--- config.mk ---
export PLATFORM = sky130hd
export DESIGN_NAME = ex_mem_stage_buf_flat
export DESIGN_NICKNAME = d
export VERILOG_FILES = /design/src/rtl/ex_mem_stage_buf_pkg.sv /design/src/rtl/ex_mem_stage_buf_if.sv /design/src/rtl/ex_mem_stage_buf_entry_reg.sv /design/src/rtl/ex_mem_stage_buf.sv /design/src/flat_wrapper.sv
export SDC_FILE = /design/constraint.sdc
export NUM_CORES = 1
export LEC_CHECK = 0
export CORE_MARGIN = 2
export CORE_UTILIZATION = 61
export CTS_BUF_LIST = sky130_fd_sc_hd__clkbuf_4
export CTS_CLUSTER_DIAMETER = 150
export DETAILED_ROUTE_END_ITERATION = 8
export DONT_BUFFER_PORTS = 1
export PLACE_DENSITY = 0.77
export SYNTH_ARGS = -nofsm -noshare
export SYNTH_HDL_FRONTEND = slang
export SYNTH_SLANG_ARGS = --single-unit
--- constraint.sdc ---
create_clock -name clock -period 3.2 [get_ports clock]
set_clock_uncertainty 0.15 [all_clocks]
set_input_delay 0.16 -clock clock [delete_from_list [all_inputs] [get_ports clock]]
set_output_delay 0.16 -clock clock [all_outputs]
set_load 0.01 [all_outputs]
--- src/rtl/ex_mem_stage_buf_pkg.sv ---
// EX->MEM boundary shared definitions.
// Control-field bit positions and skid FSM state encoding.
package ex_mem_pkg;

   localparam int CTRL_W         = 4;
   localparam int CTRL_REG_WRITE = 0;
   localparam int CTRL_MEM_WRITE = 1;
   localparam int CTRL_MEM_READ  = 2;

   // State is {main_valid, skid_valid}.
   typedef enum logic [1:0] {
      ST_EMPTY = 2'b00,
      ST_ONE   = 2'b10,
      ST_TWO   = 2'b11
   } state_t;

endpackage

--- src/rtl/ex_mem_stage_buf_if.sv ---
// EX->MEM boundary bus: EX-side input handshake,
// MEM-side output handshake and forwarding tap.
interface ex_mem_stage_buf_if #(
   parameter int DATA_W = 32,
   parameter int RD_W   = 5,
   parameter int CTRL_W = ex_mem_pkg::CTRL_W
);
   logic              ex_valid;
   logic              ex_ready;
   logic [DATA_W-1:0] ex_result;
   logic [DATA_W-1:0] ex_store_data;
   logic [RD_W-1:0]   ex_rd;
   logic [CTRL_W-1:0] ex_ctrl;
   logic              mem_valid;
   logic              mem_ready;
   logic [DATA_W-1:0] mem_addr;
   logic [DATA_W-1:0] mem_wdata;
   logic [RD_W-1:0]   mem_rd;
   logic [CTRL_W-1:0] mem_ctrl;
   logic              fwd_valid;
   logic [RD_W-1:0]   fwd_rd;
   logic [DATA_W-1:0] fwd_data;

   // Environment side: EX producer and MEM consumer.
   modport master (
      output ex_valid, ex_result, ex_store_data,
      output ex_rd, ex_ctrl, mem_ready,
      input  ex_ready, mem_valid, mem_addr,
      input  mem_wdata, mem_rd, mem_ctrl,
      input  fwd_valid, fwd_rd, fwd_data
   );

   // Buffer side.
   modport slave (
      input  ex_valid, ex_result, ex_store_data,
      input  ex_rd, ex_ctrl, mem_ready,
      output ex_ready, mem_valid, mem_addr,
      output mem_wdata, mem_rd, mem_ctrl,
      output fwd_valid, fwd_rd, fwd_data
   );
endinterface

--- src/rtl/ex_mem_stage_buf_entry_reg.sv ---
// One EX->MEM bundle register {result, store, rd, ctrl}.
// Loads when enabled, clears on synchronous reset.
module ex_mem_entry_reg #(
   parameter int DATA_W = 32,
   parameter int RD_W   = 5,
   parameter int CTRL_W = 4
) (
   input  logic              clock,
   input  logic              reset,
   input  logic              i_load,
   input  logic [DATA_W-1:0] i_result,
   input  logic [DATA_W-1:0] i_store,
   input  logic [RD_W-1:0]   i_rd,
   input  logic [CTRL_W-1:0] i_ctrl,
   output logic [DATA_W-1:0] o_result,
   output logic [DATA_W-1:0] o_store,
   output logic [RD_W-1:0]   o_rd,
   output logic [CTRL_W-1:0] o_ctrl
);

   logic [DATA_W-1:0] r_result;
   logic [DATA_W-1:0] r_store;
   logic [RD_W-1:0]   r_rd;
   logic [CTRL_W-1:0] r_ctrl;

   // Capture the bundle on load; zero on reset.
   always_ff @(posedge clock) begin
      if (!reset) begin
         r_result <= '0;
         r_store  <= '0;
         r_rd     <= '0;
         r_ctrl   <= '0;
      end else if (i_load) begin
         r_result <= i_result;
         r_store  <= i_store;
         r_rd     <= i_rd;
         r_ctrl   <= i_ctrl;
      end
   end

   assign o_result = r_result;
   assign o_store  = r_store;
   assign o_rd     = r_rd;
   assign o_ctrl   = r_ctrl;

endmodule

--- src/rtl/ex_mem_stage_buf.sv ---
// EX->MEM pipeline boundary: 2-entry skid buffer with
// registered ready, synchronous flush and forwarding tap.
module ex_mem_stage_buf #(
   parameter int DATA_W = 32,
   parameter int RD_W   = 5,
   parameter int CTRL_W = ex_mem_pkg::CTRL_W
) (
   input  logic           clock,
   input  logic           reset,
   input  logic           flush,
   ex_mem_stage_buf_if.slave bus
);
   import ex_mem_pkg::state_t;
   import ex_mem_pkg::ST_EMPTY;
   import ex_mem_pkg::ST_ONE;
   import ex_mem_pkg::ST_TWO;
   import ex_mem_pkg::CTRL_REG_WRITE;

   state_t r_state;
   logic   r_mem_valid;
   logic   r_ex_ready;

   state_t w_nxt;
   logic   w_accept;
   logic   w_drain;
   logic   w_ld_main;
   logic   w_ld_skid;

   logic [DATA_W-1:0] w_sk_result;
   logic [DATA_W-1:0] w_sk_store;
   logic [RD_W-1:0]   w_sk_rd;
   logic [CTRL_W-1:0] w_sk_ctrl;

   logic [DATA_W-1:0] w_src_result;
   logic [DATA_W-1:0] w_src_store;
   logic [RD_W-1:0]   w_src_rd;
   logic [CTRL_W-1:0] w_src_ctrl;

   logic [DATA_W-1:0] w_mn_result;
   logic [DATA_W-1:0] w_mn_store;
   logic [RD_W-1:0]   w_mn_rd;
   logic [CTRL_W-1:0] w_mn_ctrl;

   assign w_accept = bus.ex_valid & r_ex_ready;
   assign w_drain  = r_mem_valid & bus.mem_ready;

   // Main refills from skid when draining out of TWO.
   assign w_src_result = (r_state == ST_TWO) ? w_sk_result : bus.ex_result;
   assign w_src_store  = (r_state == ST_TWO) ? w_sk_store  : bus.ex_store_data;
   assign w_src_rd     = (r_state == ST_TWO) ? w_sk_rd     : bus.ex_rd;
   assign w_src_ctrl   = (r_state == ST_TWO) ? w_sk_ctrl   : bus.ex_ctrl;

   // Next-state and entry load enables from accept/drain.
   always_comb begin
      w_nxt     = r_state;
      w_ld_main = 1'b0;
      w_ld_skid = 1'b0;
      unique case (r_state)
         ST_EMPTY: begin
            w_ld_main = w_accept;
            if (w_accept) w_nxt = ST_ONE;
         end
         ST_ONE: begin
            w_ld_main = w_accept & w_drain;
            w_ld_skid = w_accept & ~w_drain;
            if (w_accept & ~w_drain)      w_nxt = ST_TWO;
            else if (~w_accept & w_drain) w_nxt = ST_EMPTY;
         end
         ST_TWO: begin
            w_ld_main = w_drain;
            if (w_drain) w_nxt = ST_ONE;
         end
         default: w_nxt = ST_EMPTY;
      endcase
      if (flush) begin
         w_nxt     = ST_EMPTY;
         w_ld_main = 1'b0;
         w_ld_skid = 1'b0;
      end
   end

   // Control FSM with registered valid/ready outputs.
   always_ff @(posedge clock) begin
      if (!reset) begin
         r_state     <= ST_EMPTY;
         r_mem_valid <= 1'b0;
         r_ex_ready  <= 1'b1;
      end else begin
         r_state     <= w_nxt;
         r_mem_valid <= w_nxt[1];
         r_ex_ready  <= ~w_nxt[0];
      end
   end

   ex_mem_entry_reg #(
      .DATA_W (DATA_W),
      .RD_W   (RD_W),
      .CTRL_W (CTRL_W)
   ) u_skid (
      .clock    (clock),
      .reset    (reset),
      .i_load   (w_ld_skid),
      .i_result (bus.ex_result),
      .i_store  (bus.ex_store_data),
      .i_rd     (bus.ex_rd),
      .i_ctrl   (bus.ex_ctrl),
      .o_result (w_sk_result),
      .o_store  (w_sk_store),
      .o_rd     (w_sk_rd),
      .o_ctrl   (w_sk_ctrl)
   );

   ex_mem_entry_reg #(
      .DATA_W (DATA_W),
      .RD_W   (RD_W),
      .CTRL_W (CTRL_W)
   ) u_main (
      .clock    (clock),
      .reset    (reset),
      .i_load   (w_ld_main),
      .i_result (w_src_result),
      .i_store  (w_src_store),
      .i_rd     (w_src_rd),
      .i_ctrl   (w_src_ctrl),
      .o_result (w_mn_result),
      .o_store  (w_mn_store),
      .o_rd     (w_mn_rd),
      .o_ctrl   (w_mn_ctrl)
   );

   assign bus.ex_ready  = r_ex_ready;
   assign bus.mem_valid = r_mem_valid;
   assign bus.mem_addr  = w_mn_result;
   assign bus.mem_wdata = w_mn_store;
   assign bus.mem_rd    = w_mn_rd;
   assign bus.mem_ctrl  = w_mn_ctrl;
   assign bus.fwd_rd    = w_mn_rd;
   assign bus.fwd_data  = w_mn_result;
   assign bus.fwd_valid = r_mem_valid
                        & w_mn_ctrl[CTRL_REG_WRITE]
                        & (w_mn_rd != '0);

endmodule

--- src/flat_wrapper.sv ---
// flat-port wrapper written by rule: the top's interface ports become plain ports
module ex_mem_stage_buf_flat import ex_mem_pkg::state_t; import ex_mem_pkg::ST_EMPTY; import ex_mem_pkg::ST_ONE; import ex_mem_pkg::ST_TWO; import ex_mem_pkg::CTRL_REG_WRITE;
#(
   parameter int DATA_W = 32,
   parameter int RD_W   = 5,
   parameter int CTRL_W = ex_mem_pkg::CTRL_W
)
  (clock, reset, flush, bus_ex_valid, bus_ex_result, bus_ex_store_data, bus_ex_rd, bus_ex_ctrl, bus_mem_ready, bus_ex_ready, bus_mem_valid, bus_mem_addr, bus_mem_wdata, bus_mem_rd, bus_mem_ctrl, bus_fwd_valid, bus_fwd_rd, bus_fwd_data);
  ex_mem_stage_buf_if #(.DATA_W(DATA_W), .RD_W(RD_W), .CTRL_W(CTRL_W)) bus_i ();
  input  logic clock;
  input  logic reset;
  input  logic flush;
  input wire logic [$bits(bus_i.ex_valid)-1:0] bus_ex_valid;
  input wire logic [$bits(bus_i.ex_result)-1:0] bus_ex_result;
  input wire logic [$bits(bus_i.ex_store_data)-1:0] bus_ex_store_data;
  input wire logic [$bits(bus_i.ex_rd)-1:0] bus_ex_rd;
  input wire logic [$bits(bus_i.ex_ctrl)-1:0] bus_ex_ctrl;
  input wire logic [$bits(bus_i.mem_ready)-1:0] bus_mem_ready;
  output wire logic [$bits(bus_i.ex_ready)-1:0] bus_ex_ready;
  output wire logic [$bits(bus_i.mem_valid)-1:0] bus_mem_valid;
  output wire logic [$bits(bus_i.mem_addr)-1:0] bus_mem_addr;
  output wire logic [$bits(bus_i.mem_wdata)-1:0] bus_mem_wdata;
  output wire logic [$bits(bus_i.mem_rd)-1:0] bus_mem_rd;
  output wire logic [$bits(bus_i.mem_ctrl)-1:0] bus_mem_ctrl;
  output wire logic [$bits(bus_i.fwd_valid)-1:0] bus_fwd_valid;
  output wire logic [$bits(bus_i.fwd_rd)-1:0] bus_fwd_rd;
  output wire logic [$bits(bus_i.fwd_data)-1:0] bus_fwd_data;
  assign bus_i.ex_valid = bus_ex_valid;
  assign bus_i.ex_result = bus_ex_result;
  assign bus_i.ex_store_data = bus_ex_store_data;
  assign bus_i.ex_rd = bus_ex_rd;
  assign bus_i.ex_ctrl = bus_ex_ctrl;
  assign bus_i.mem_ready = bus_mem_ready;
  assign bus_ex_ready = bus_i.ex_ready;
  assign bus_mem_valid = bus_i.mem_valid;
  assign bus_mem_addr = bus_i.mem_addr;
  assign bus_mem_wdata = bus_i.mem_wdata;
  assign bus_mem_rd = bus_i.mem_rd;
  assign bus_mem_ctrl = bus_i.mem_ctrl;
  assign bus_fwd_valid = bus_i.fwd_valid;
  assign bus_fwd_rd = bus_i.fwd_rd;
  assign bus_fwd_data = bus_i.fwd_data;
  ex_mem_stage_buf #(.DATA_W(DATA_W), .RD_W(RD_W), .CTRL_W(CTRL_W)) u_core (.clock(clock), .reset(reset), .flush(flush), .bus(bus_i));
endmodule
---- Word-level counts from Yosys, hierarchy flattened ----
Index checks and enable logic that the tools add are counted.
word-level totals
  register bits ........................... 150
  bits in latches ......................... 0
  bits in writable memories ............... 0
  ROM bits ................................ 0
  bits of input ports ..................... 78
  logic and storage cells ................. 39
  memories ................................ 0
cells by class
  add/subtract/negate cells ............... 0
  multipliers ............................. 0
  divide/modulo/power cells ............... 0
  $lt $le $gt $ge ......................... 0
  equality and inequality tests ........... 2
  shifts and indexed selects .............. 0
  multiplexer cells ....................... 14
  bitwise gates (word level) .............. 10
  reductions and logical operators ........ 2
operators with widths
  kind                                   number
  2-to-1 mux 32 bit                      2
  2-to-1 mux 2 bit                       5
  AND 1 bit                              7
  case mux 2 bit (3 select lines)        1
  2-to-1 mux 5 bit                       1
  nonzero test 5 bit                     1
  == test 2 bit (second input constant)  2
  2-to-1 mux 4 bit                       1
  2-to-1 mux 1 bit                       3
  inverter 1 bit                         3
  case mux 1 bit (3 select lines)        1
  zero test 2 bit                        1

---- Longest topological paths before layout ----
Gate-level depths: netlist of the first run.
  depth in word-level cells ............... 8
  gate-level depth with buffers ........... 5
  mapped depth without buffers ............ 3

---- Cells and area by module ----
From an unflattened synthesis of the first run, not the netlist that was laid out.
second synthesis, totals
  cells, all modules ...................... 605
  area, all modules ....................... 7,226.9 µm²
modules (own cells, without submodules)
  module            times used  cells an instance  area an instance (µm²)  sequential area each (µm²)
  ex_mem_entry_reg  2           235                2,840.2                 1,461.4
  ex_mem_stage_buf  1           135                1,546.5                 60.1

---- Least setup slack after synthesis of the first run ----
OpenSTA, ideal clock, no wires.
  path kind ............................... register to register
  start point ............................. register u_core.r_mem_valid (netlist: u_core.bus.mem_valid)
  end point ............................... register u_core.u_skid.r_ctrl[0] (netlist: u_core.u_skid.o_ctrl[0])
  arrival ................................. 1.275 ns
  data required time ...................... 2.932 ns
  path slack .............................. 1.657 ns
  stages on the path, launching flop included .. 6
  cell sequence ........................... dfxtp_1 -> or3b_1 -> buf_4 -> buf_6 -> o21ai_1 -> a21boi_1
on the way
  cells in the longest elaborated chain, start to end .. 5
ends and longest elaborated chain
  element                 line                              text
  from (decl)             ex_mem_stage_buf.sv:20            logic r_mem_valid;
  from (signal assigned)  ex_mem_stage_buf.sv:90            r_mem_valid <= w_nxt[1];
  AND 1 bit               ex_mem_stage_buf.sv:45            assign w_drain = r_mem_valid & bus.mem_ready;
  inverter 1 bit          ex_mem_stage_buf.sv:65            w_ld_skid = w_accept & ~w_drain;
  AND 1 bit               ex_mem_stage_buf.sv:65
  2-to-1 mux 1 bit        ex_mem_stage_buf.sv:58            unique case (r_state)
  2-to-1 mux 1 bit        ex_mem_stage_buf.sv:75            if (flush) begin
  to (signal assigned)    ex_mem_stage_buf_entry_reg.sv:37  r_ctrl <= i_ctrl;
  to (decl)               ex_mem_stage_buf_entry_reg.sv:24  logic [CTRL_W-1:0] r_ctrl;
Every way passes these cells.
A chain may end at the register's enable or synchronous reset.

---- Worst setup path in the final report of the first run ----
  start point ............................. register u_core.r_state[0]
  end point ............................... register u_core.u_main.r_result[18] (netlist: u_core.u_main.o_result[18])
on the way
  cells in the longest elaborated chain, start to end .. 3
ends and longest elaborated chain
  element                                      line                                            text
  from (decl)                                  ex_mem_stage_buf.sv:19                          state_t r_state;
  from (signal assigned)                       ex_mem_stage_buf.sv:89                          r_state <= w_nxt;
  == test 2 bit, or another cell as far along  ex_mem_stage_buf.sv:48, ex_mem_stage_buf.sv:58
  case mux 1 bit (3 select lines)              ex_mem_stage_buf.sv:58
  2-to-1 mux 1 bit                             ex_mem_stage_buf.sv:75
  to (signal assigned)                         ex_mem_stage_buf_entry_reg.sv:34                r_result <= i_result;
  to (decl)                                    ex_mem_stage_buf_entry_reg.sv:21                logic [DATA_W-1:0] r_result;
Parallel ways exist; a longest one is shown, timed or not.

==> results of run 1 <==
kinds of logic (layout without fill, tap and decap cells):
kind of cell           count (synthesis)  after routing  share of synthesized area
and+or+nand+nor                      229            229                     0.1565
muxes                                 73             73                    0.09764
DFF                                  149            149                     0.3986
AOI/OAI and AO/OA                    296            296                     0.2474
buffers and inverters                135            205                    0.09982
report_power, final:
group,internal (uW),switching [uW],total [uW]
clock network,556,659,1220
registers,1910,88.3,2000
logic,187,210,397
registers in the layout, summed over array words and instances, names as in the netlist:
register	flops
u_core.bus.ex_ready	1
u_core.bus.mem_valid	1
u_core.r_state	1
u_core.u_main.o_ctrl	4
u_core.u_main.o_rd	5
u_core.u_main.o_result	32
u_core.u_main.o_store	32
u_core.u_skid.o_ctrl	4
u_core.u_skid.o_rd	5
u_core.u_skid.o_result	32
u_core.u_skid.o_store	32
final timing paths:
path / end / slack [ps] / cells past startpoint
worst max-delay path: u_core.u_main.o_result[18] / 150 / 5
worst min register to register: u_core.u_skid.o_rd[1] / 330 / 2
worst max register to register: u_core.u_main.o_result[18] / 150 / 5
worst min-delay path: u_core.u_main.o_store[11] / 90 / 2
cells in the mapped netlist:
cell / n / area [sq um]
nand2_1: 73 / 274.0
and3b_1: 1 / 8.760
nand3b_1: 1 / 7.510
or3_1: 2 / 12.51
clkbuf_1: 52 / 195.2
inv_1: 2 / 7.510
or3b_1: 1 / 8.760
clkbuf_2: 6 / 30.03
nor3b_1: 1 / 7.510
a21boi_0: 76 / 570.6
a21boi_1: 70 / 525.5
a21oi_1: 2 / 10.01
o311a_1: 1 / 10.01
buf_6: 7 / 78.83
o21ai_1: 71 / 355.3
nand3_1: 73 / 365.4
nand4bb_1: 1 / 11.26
mux2i_1: 73 / 730.7
o21ai_0: 76 / 380.4
and3_1: 73 / 456.7
nand2b_1: 3 / 18.77
dfxtp_1: 149 / 2983
buf_4: 39 / 292.8
buf_2: 27 / 135.1
buf_1: 2 / 7.510
per-stage QoR:
step / std cells / area [sq um] / hold WS, ps / total power (uW) / utilization
6_report: 1099 / 8969 / 93.03 / 3611 / 0.7467
3_5_place_dp: 908 / 7073 / 163.5 / 2285 / 0.5889
3_3_place_gp: 908 / 7073 / 157.2 / 2273 / 0.5889
5_1_grt: 1099 / 8969 / 64.26 / 3755 / 0.7467
2_1_floorplan: 882 / 7483 / 154.6 / 2293 / -
4_1_cts: 1099 / 8969 / 49.59 / 3603 / 0.7467
worst reg2reg max path: stages (launching register included):
cell and delay (ps):
dfxtp_4 770, a21oi_1 110, nand4bb_4 710, buf_4 490, mux2i_1 170, dlygate4sd3_1 560
metal layers:
metal / track usage / up-vias
met5: 0 / -
met4: 0.1197 / 0
met3: 0.07380 / 45
met2: 0.5531 / 273
met1: 0.3599 / 3292
li1: - / 3191
area by class of cell:
| type | instances | area share |
|---|---|---|
| Sequential cell | 149 | 0.3334 |
| Clock inverter | 12 | 0.01521 |
| Clock buffer | 20 | 0.01674 |
| Timing Repair Buffer | 171 | 0.1922 |
| Inverter | 2 | 0.0008371 |
| Tap cell | 147 | 0.02051 |
| Multi-Input combinational cell | 598 | 0.4210 |
cells in the final DEF, fill, tap and decap left out:
master         Yosys  layout
dlygate4sd3_1      0     158
dfxtp_1          149     147
a21boi_0          76      76
o21ai_0           76      76
and3_1            73      73
nand2_1           73      73
mux2i_1           73      73
nand3_1           73      73
o21ai_1           71      71
a21boi_1          70      70
clkbuf_4           0      20
buf_4             39      10
clkinv_2           0       6
nand2b_1           3       3
bufinv_16          0       3
or3_1              2       2
a21oi_1            2       2
inv_1              2       2
clkinv_1           0       2
buf_12             0       2
dfxtp_4            0       2
o311a_1            1       1
nand4bb_4          0       1
and3b_2            0       1
nor3b_2            0       1
nand3b_1           1       1
or3b_2             0       1
clkinv_4           0       1
buf_16             0       1
==> metrics, run 1 <==
crit path DAT between 3000 and 4000 ps; Worst-path clk slew ~130 ps; clock tree buffer depth 2; # Max-Cap Violations 0; Clock Sinks 149; CTS tree built; register area roughly 3000 sq um; CP Data Required Time 3500 ps; Filler cells slightly above 800; top routing layer in use met4; synthesized instance count about 880; HP Start flush; sequential fraction of the synthesis area 0.3986; Final Worst Setup Slack approximately 150 ps; share of layout cells above drive strength 1 0.05147; die width about 110 microns; clk_lat worst skew ~540 ps; Initial Util 0.6230; CTS resizes 0; # diodes 0; delay-heaviest family, CP buffers and inverters; largest net degree at the start of global routing between 200 and 250; vias in the first global route slightly below 7k; WL met3 roughly 1300 microns; Crit. End Element flop; I/O Buffers 0; CTS Hold Bufs roughly 160; grt ovf 0; Final Cycle Share 0.9518; via count 6801; Met1 Routed Length roughly 8300 microns; Avg Cell Area, Syn 8.485 sq um; minimum clock period 3046 ps; crit path cell chain a21oi_1, nand4bb_4, buf_4, mux2i_1, dlygate4sd3_1; reg2reg start u_core.r_state[0]; synth unique cells 25; DR iter-0 viols about 680; Seq cells post-synth approximately 150; Detail Route met2 WL 10210 microns; Global Route Usage Sum 0.3097; total CTS buffers 17; # nets final 1017; Mapped Nets 960; final setup TNS 0 ps; RD Place Congestion between 0.8 and 0.9; RSZ-0062 raised after global routing false; per-cell routed wire length about 18 microns; Critical path buffers and inverters 2; Leak approximately 0.0035 uW; Slew headroom 0.4281; Power Dens Cells a little over 400 nW/um^2; Max rail drop VDD between 0.3 and 0.4 mV; die height about 110 microns; initial antenna violation count 0; # IOs between 150 and 200; Slowest-stage cell, CP dfxtp_4; drt total wl roughly 20000 microns; TritonRoute pass-1 iters 5; row cnt 40; H-Tree Level Count 4; Area Growth Syn to Fin 19.85%; crit path from u_core.r_state[0]; Worst path max stage delay 770 ps; status finished clean; vias per cell 6.188; area of the multi-input gates 3776 sq um; yosys warns 0; DRC viols 0; Final Setup Violations 0; dpl ws 767.6 ps; Root Buffer clkbuf_4; Hold Vio Cnt, Final 0; Worst-Margin Slew 857.8 ps; Worst setup SP type flop; f_max around 0.33 GHz; core box area 12010 sq um; Crit Path Class flop to flop; post-synthesis cell area ~7500 sq um; CP max FO 76; Die Area 13170 sq um; post-CTS setup buffers 0; global-route wire length before repair 33040 microns; Hold/Removal Path Class primary input to flop; fin. max-slew vios 0; Final ANT Viol Nets 0; DP Wirelength approximately 10000 microns
Note: power is estimated with default switching activity, not from simulation.
==> run 2, diff against run 1 <==
- ABC_AREA: default -> 1
==> run 2 against run 1 <==
Net effect: utilization grew 0.90 points; final cell count grew 20%; clock-buffer cell count decreased by 2; sequential power up 3%; critical endpoint is now u_core.u_main.o_result[8].
==> metrics, run 2 <==
reg2reg start u_core.r_state[0]; post-synthesis mux area share 0; crit path cell chain buf_4, nand3_1, nand2_1, nor2_1, dlygate4sd3_1, nor2_1, dlygate4sd3_1; DRC viols 0; per-cell routed wire length roughly 14 microns; # IOs ~190; RSZ-0062 raised after global routing false; Crit. End Element flop; Crit Path Class flop to flop; Final ANT Viol Nets 0; status finished clean; Main synth FF type dfxtp_1; GR Util met1 0.3738; area of the multi-input gates ~3100 sq um; RD Place Congestion 0.7967; met3 GRT Util 0.07458; simple-gate share of the synthesized area 0.3826; largest net degree at the start of global routing between 70 and 80; final setup TNS 0 ps; I/O Buffers 0; most common cell after layout, fill and taps aside nand2_1; Root Buffer clkbuf_4; hold endpoint u_core.u_skid.o_result[0]; post-synthesis cell area 7101 sq um; r2r worst-path depth 7; CTS tree built; clk_lat worst skew about 530 ps; Final Cycle Share 0.9466; compound-gate portion of the synthesized area 0.05410; initial antenna violation count 0; minimum clock period around 3000 ps; grt ovf 0; number of synthesized flops with an enable pin 0; delay-heaviest family, CP buffers and inverters; DR iter-0 viols 581; yosys warns 0; die width ~110 microns; global-route wire length before repair roughly 31000 microns; Final Setup Violations 0; commonest cells in the netlist nand2_1, nand3_1, dfxtp_1, nor2_1, inv_1; share of layout cells above drive strength 1 0.04750; Initial Util 0.6245; top post-synthesis cells by area dfxtp_1, nand2_1, nand3_1, nor2_1, a21oi_1; drt total wl 18910 microns; Power Dens Cells roughly 440 nW/um^2; synth unique cells 14; sequential fraction of the synthesis area 0.4201; Die Area ~13000 sq um; fin. max-slew vios 0; final hold slack 201.8 ps; core box area roughly 11000 sq um; Seq cells post-synth 149; total CTS buffers 17; dominant cell type by area after synthesis dfxtp_1; Leak approximately 0.0041 uW; # nets final approximately 1.2k; Hold Vio Cnt, Final 0; # diodes 0; Worst-path clk slew approximately 130 ps; TritonRoute pass-1 iters 5; via count roughly 7k; die height between 100 and 150 microns; Slew headroom 0.5730; Slowest-stage cell, CP dfxtp_2; Hold Path Cell Cnt 3; Worst setup SP type flop; Reg2Reg Setup Slack roughly 170 ps; Post-Synth XOR/XNOR Area 0; Crit Reg-Reg Endpoint u_core.u_main.o_result[8]; DP Wirelength approximately 9500 microns; vias per cell around 5.3; Max rail drop VDD around 0.27 mV; final core utilization 0.7557; # Max-Cap Violations 0; register area 2988 sq um; CP max FO 52; CP Data Required Time about 3500 ps; Global Route Usage Sum 0.2995; Avg Cell Area, Syn between 6 and 7 sq um; Worst path max stage delay 680 ps; crit path DAT between 3000 and 4000 ps; Synth top area share 0.4201; Mapped Nets roughly 1.2k; ys async rst share 0; Critical path buffers and inverters 3; synthesized instance count ~1.1k; Worst-Margin Slew around 640 ps; H-Tree Level Count 4; row cnt 39; post-synthesis adder-cell area fraction 0; HP Start bus_ex_result[0]; Clock Sinks between 100 and 150; Hold/Removal Path Class primary input to flop; largest family of logic cells by synthesized area simple AND/OR/NAND/NOR gates; top-count cell post-synth nand2_1; Area Growth Syn to Fin 21.00%; vias in the first global route 6619; Final Power between 3000 and 4000 uW; Filler cells 863; met2 Usage GRT 0.5055; f_max 0.3301 GHz; Most Used Layer, Global Route met2; clock tree buffer depth 2; most frequent cells in the layout nand2_1, dlygate4sd3_1, nand3_1, nor2_1, dfxtp_1
-- run 2: cell types whose count changed after synthesis, moves of 70 or more --
| cell | delta |
|---|---|
| a21boi_0 | -76 |
| a21boi_1 | -70 |
| a21oi_1 | +72 |
| and3_1 | -73 |
| inv_1 | +76 |
| mux2i_1 | -73 |
| nand2_1 | +299 |
| nand3_1 | +77 |
| nor2_1 | +149 |
| o21ai_0 | -76 |
| o21ai_1 | -70 |
-- run 2: metrics by stage --
step	instance area [sq um]	setup WS, ps	std cells
after floorplan	7101	1767	1093
after global placement	6726	1159	1136
after detailed placement	6726	1108	1136
after CTS	8589	73.19	1322
after global routing	8592	56.07	1322
final	8592	170.9	1322
-- run 2: report_power, final --
part           switching (uW)  total (uW)  internal (uW)
clock                     685        1230            545
combinational             284         534            250
sequential                116        2050           1930
-- run 2: worst max path at each step --
stage | startpoint | endpoint | slack, ps | depth (start not counted)
global placement | u_core.bus.mem_valid | u_core.u_main.o_rd[4] | 1160 | 7
CTS | u_core.bus.mem_valid | u_core.u_main.o_result[8] | 70 | 9
finish | u_core.r_state[0] | u_core.u_main.o_result[8] | 170 | 7
global route | u_core.bus.mem_valid | u_core.u_main.o_result[8] | 60 | 9
floorplan | u_core.bus.mem_valid | u_core.u_main.o_ctrl[3] | 1770 | 8
detailed placement | u_core.bus.mem_valid | u_core.u_main.o_rd[4] | 1110 | 7
-- run 2: layer usage --
metal  vias up  share of wire  wire length [microns]
li1       3481              -                      -
met1      3161           0.42                   7898
met2       299           0.49                   9223
met3        32          0.075                   1411
met4         0          0.020                    376
met5         -              0                      0
-- run 2: final cells by class --
cell class                      instances  area share
Multi-Input combinational cell        749      0.3646
Sequential cell                       149      0.3478
Timing Repair Buffer                  171      0.1980
Inverter                               79     0.03451
Tap cell                              143     0.02082
Clock inverter                         13     0.01849
Clock buffer                           18     0.01573
-- run 2: repair_timing --
action	4_1_cts	5_1_grt
endpoints found under the hold margin	149	0
hold buffers	155	0
buffers inserted	0	0
setup endpoints to repair	0	3
resized for setup	0	1
-- run 2: cells by family after synthesis --
group	after synthesis
and+or+nand+nor	673
DFF	149
buffers and inverters	195
AOI/OAI and AO/OA	76
-- run 2: worst reg2reg max path, delay by kind of cell (launching register included) --
family	cells	cell delay, ps
buf+inv	3	1720
flops	1	680
simple gates	4	450
==> run 3, diff against run 2 <==
- PLACE_DENSITY: 0.77 -> default
- PLACE_DENSITY_LB_ADDON: default -> 0.3
- SLEW_MARGIN: default -> 10
==> run 3 against run 2 <==
Net effect: register-to-register slack improved by 180 ps; worst setup slack improved by 180 ps; sequential share of layout area rose by 0.19 points; first-iteration DRC count rose by 17%; routed wire length rose by 3.4%; final cell count barely moved; non-clock buffer count fell by 3; clock-buffer cell count rose by 2; critical path type unchanged; largest cell class unchanged; highest routed layer unchanged.
==> metrics, run 3 (synthesized netlist as in run 2, its figures left out) <==
status finished clean; Comb power frac 0.144; # nets final between 1k and 1.5k; most common cell after layout, fill and taps aside nand2_1; crit path from u_core.r_state[0]; CTS tree built; Hold/Removal Path Class primary input to flop; Worst-Margin Slew about 670 ps; share of layout cells above drive strength 1 0.04588; post-CTS setup buffers 0; Root Buffer clkbuf_4; Slew headroom 0.5520; f_max approximately 0.35 GHz; CP max FO 43; Crit. End Element flop; Worst path max stage delay about 710 ps; Worst-path clk slew 140 ps; final hold slack between 150 and 200 ps; end point of the critical path u_core.u_main.o_store[16]; Crit Path Class flop to flop; RD Place Congestion between 0.7 and 0.8; Crit Reg-Reg Endpoint u_core.u_main.o_store[16]; DRC viols 0; Power Dens Cells ~440 nW/um^2; final setup TNS 0 ps; Leak 0.004062 uW; # IOs 191; DR iter-0 viols 680; initial antenna violation count 1; clock share of power 0.306; row cnt 39; die height between 100 and 150 microns; Max rail drop VDD between 0.3 and 0.4 mV; global-route wire length before repair 32170 microns; fin. max-slew vios 0; core box area about 11000 sq um; CP dominant cell by count nor2_1; Global Route Usage Sum 0.3116; Switching Share 0.2877; vias per cell roughly 5.5; Initial Util 0.6245; minimum clock period between 2000 and 3000 ps; largest net degree at the start of global routing 75; clock tree buffer depth 2; Reg2Reg Setup Slack ~350 ps; DP Wirelength 9827 microns; Int Power approximately 2700 uW; CP Data Required Time between 3000 and 4000 ps; drt total wl roughly 20000 microns; crit path DAT between 3000 and 4000 ps; Switching Power approximately 1100 uW; Hold Vio Cnt, Final 0; Slowest-stage cell, CP dfxtp_2; grt ovf 0; via count around 7.2k; total CTS buffers 17; Final ANT Viol Nets 0; Worst setup SP type flop; RSZ-0062 raised after global routing false; I/O Buffers 0; most frequent cells in the layout nand2_1, dlygate4sd3_1, nand3_1, nor2_1, dfxtp_1; Finished Cell Area 8546 sq um; clk_lat worst skew around 550 ps; H-Tree Level Count 4; TritonRoute pass-1 iters 6; Final Cycle Share 0.8894; Die Area 12520 sq um; vias in the first global route between 6k and 7k; reg2reg start u_core.r_state[0]; r2r worst-path depth 7; Area Growth Syn to Fin 20.35%; DP Area between 6000 and 7000 sq um; register share of total power 0.550; Final Setup Violations 0; per-cell routed wire length ~15 microns; die width approximately 110 microns; crit path cell chain inv_2, nand2_1, nand3_4, buf_4, nor2_1, nor2_1, dlygate4sd3_1; # Max-Cap Violations 0; Clock Sinks between 100 and 150
[run 3: cell count changes in the layout (fill, tap and decap cells not counted), sizes merged]
cell	change
inv	-1
dlygate4sd3	-3
clkinvlp	+1
clkbuf	+2
diode	+1
bufinv	-1
[run 3: per-layer routing]
| metal | share of wire | wire (microns) | GRT usage |
|---|---|---|---|
| met1 | 0.40 | 7870 | 0.3786 |
| met2 | 0.48 | 9465 | 0.5176 |
| met3 | 0.080 | 1572 | 0.07784 |
| met4 | 0.033 | 646 | 0.1514 |
| met5 | 0 | 0 | 0 |
[run 3: power groups by stage]
stage	clock network, uW	registers, uW	logic (uW)
2_1_floorplan	0	2050	347
3_3_place_gp	0	2090	303
3_5_place_dp	0	2090	307
4_1_cts	1150	2050	510
5_1_grt	1230	2060	594
6_report	1140	2050	536
[run 3: per-stage QoR]
stage | utilization | instances | power (uW) | worst slack, ps
after floorplan | - | 1093 | 2399 | 1767
after global placement | 0.5927 | 1136 | 2394 | 927.4
after detailed placement | 0.5927 | 1136 | 2399 | 887.5
after CTS | 0.7512 | 1320 | 3715 | 315.4
after global routing | 0.7516 | 1321 | 3891 | 183.3
final | 0.7516 | 1321 | 3731 | 353.9
[run 3: worst min-delay path by stage]
stage	slack [ps]	end	from	depth (start not counted)
5_1_grt	150	u_core.u_skid.o_result[13]	bus_ex_result[13]	3
3_3_place_gp	90	u_core.bus.mem_valid	flush	1
3_5_place_dp	90	u_core.bus.mem_valid	flush	1
6_report	190	u_core.u_skid.o_result[13]	bus_ex_result[13]	3
2_1_floorplan	90	u_core.bus.mem_valid	flush	1
4_1_cts	140	u_core.u_skid.o_result[13]	bus_ex_result[13]	3
[run 3: worst max-delay path: cells and delay by family, from the launching register on]
family                 cells  cell delay (ps)
buffers and inverters      3             1040
flip-flops                 1              710
AND/OR/NAND/NOR            4              850
[run 3: area by class of cell]
cell class / instances / area, sq um
timing repair buffer: 168 / 1684
tap: 143 / 178.9
inverter: 79 / 296.5
antenna: 1 / 2.502
fill: 860 / 2824
clock buffer: 20 / 150.1
multi-input combinational: 749 / 3133
sequential: 149 / 2988
clock inverter: 12 / 112.6
[run 3: timing repair]
item,in CTS,in global routing
hold buffers,152,0
hold endpoints to repair,149,0
resized for setup,0,1
setup endpoints to repair,0,1
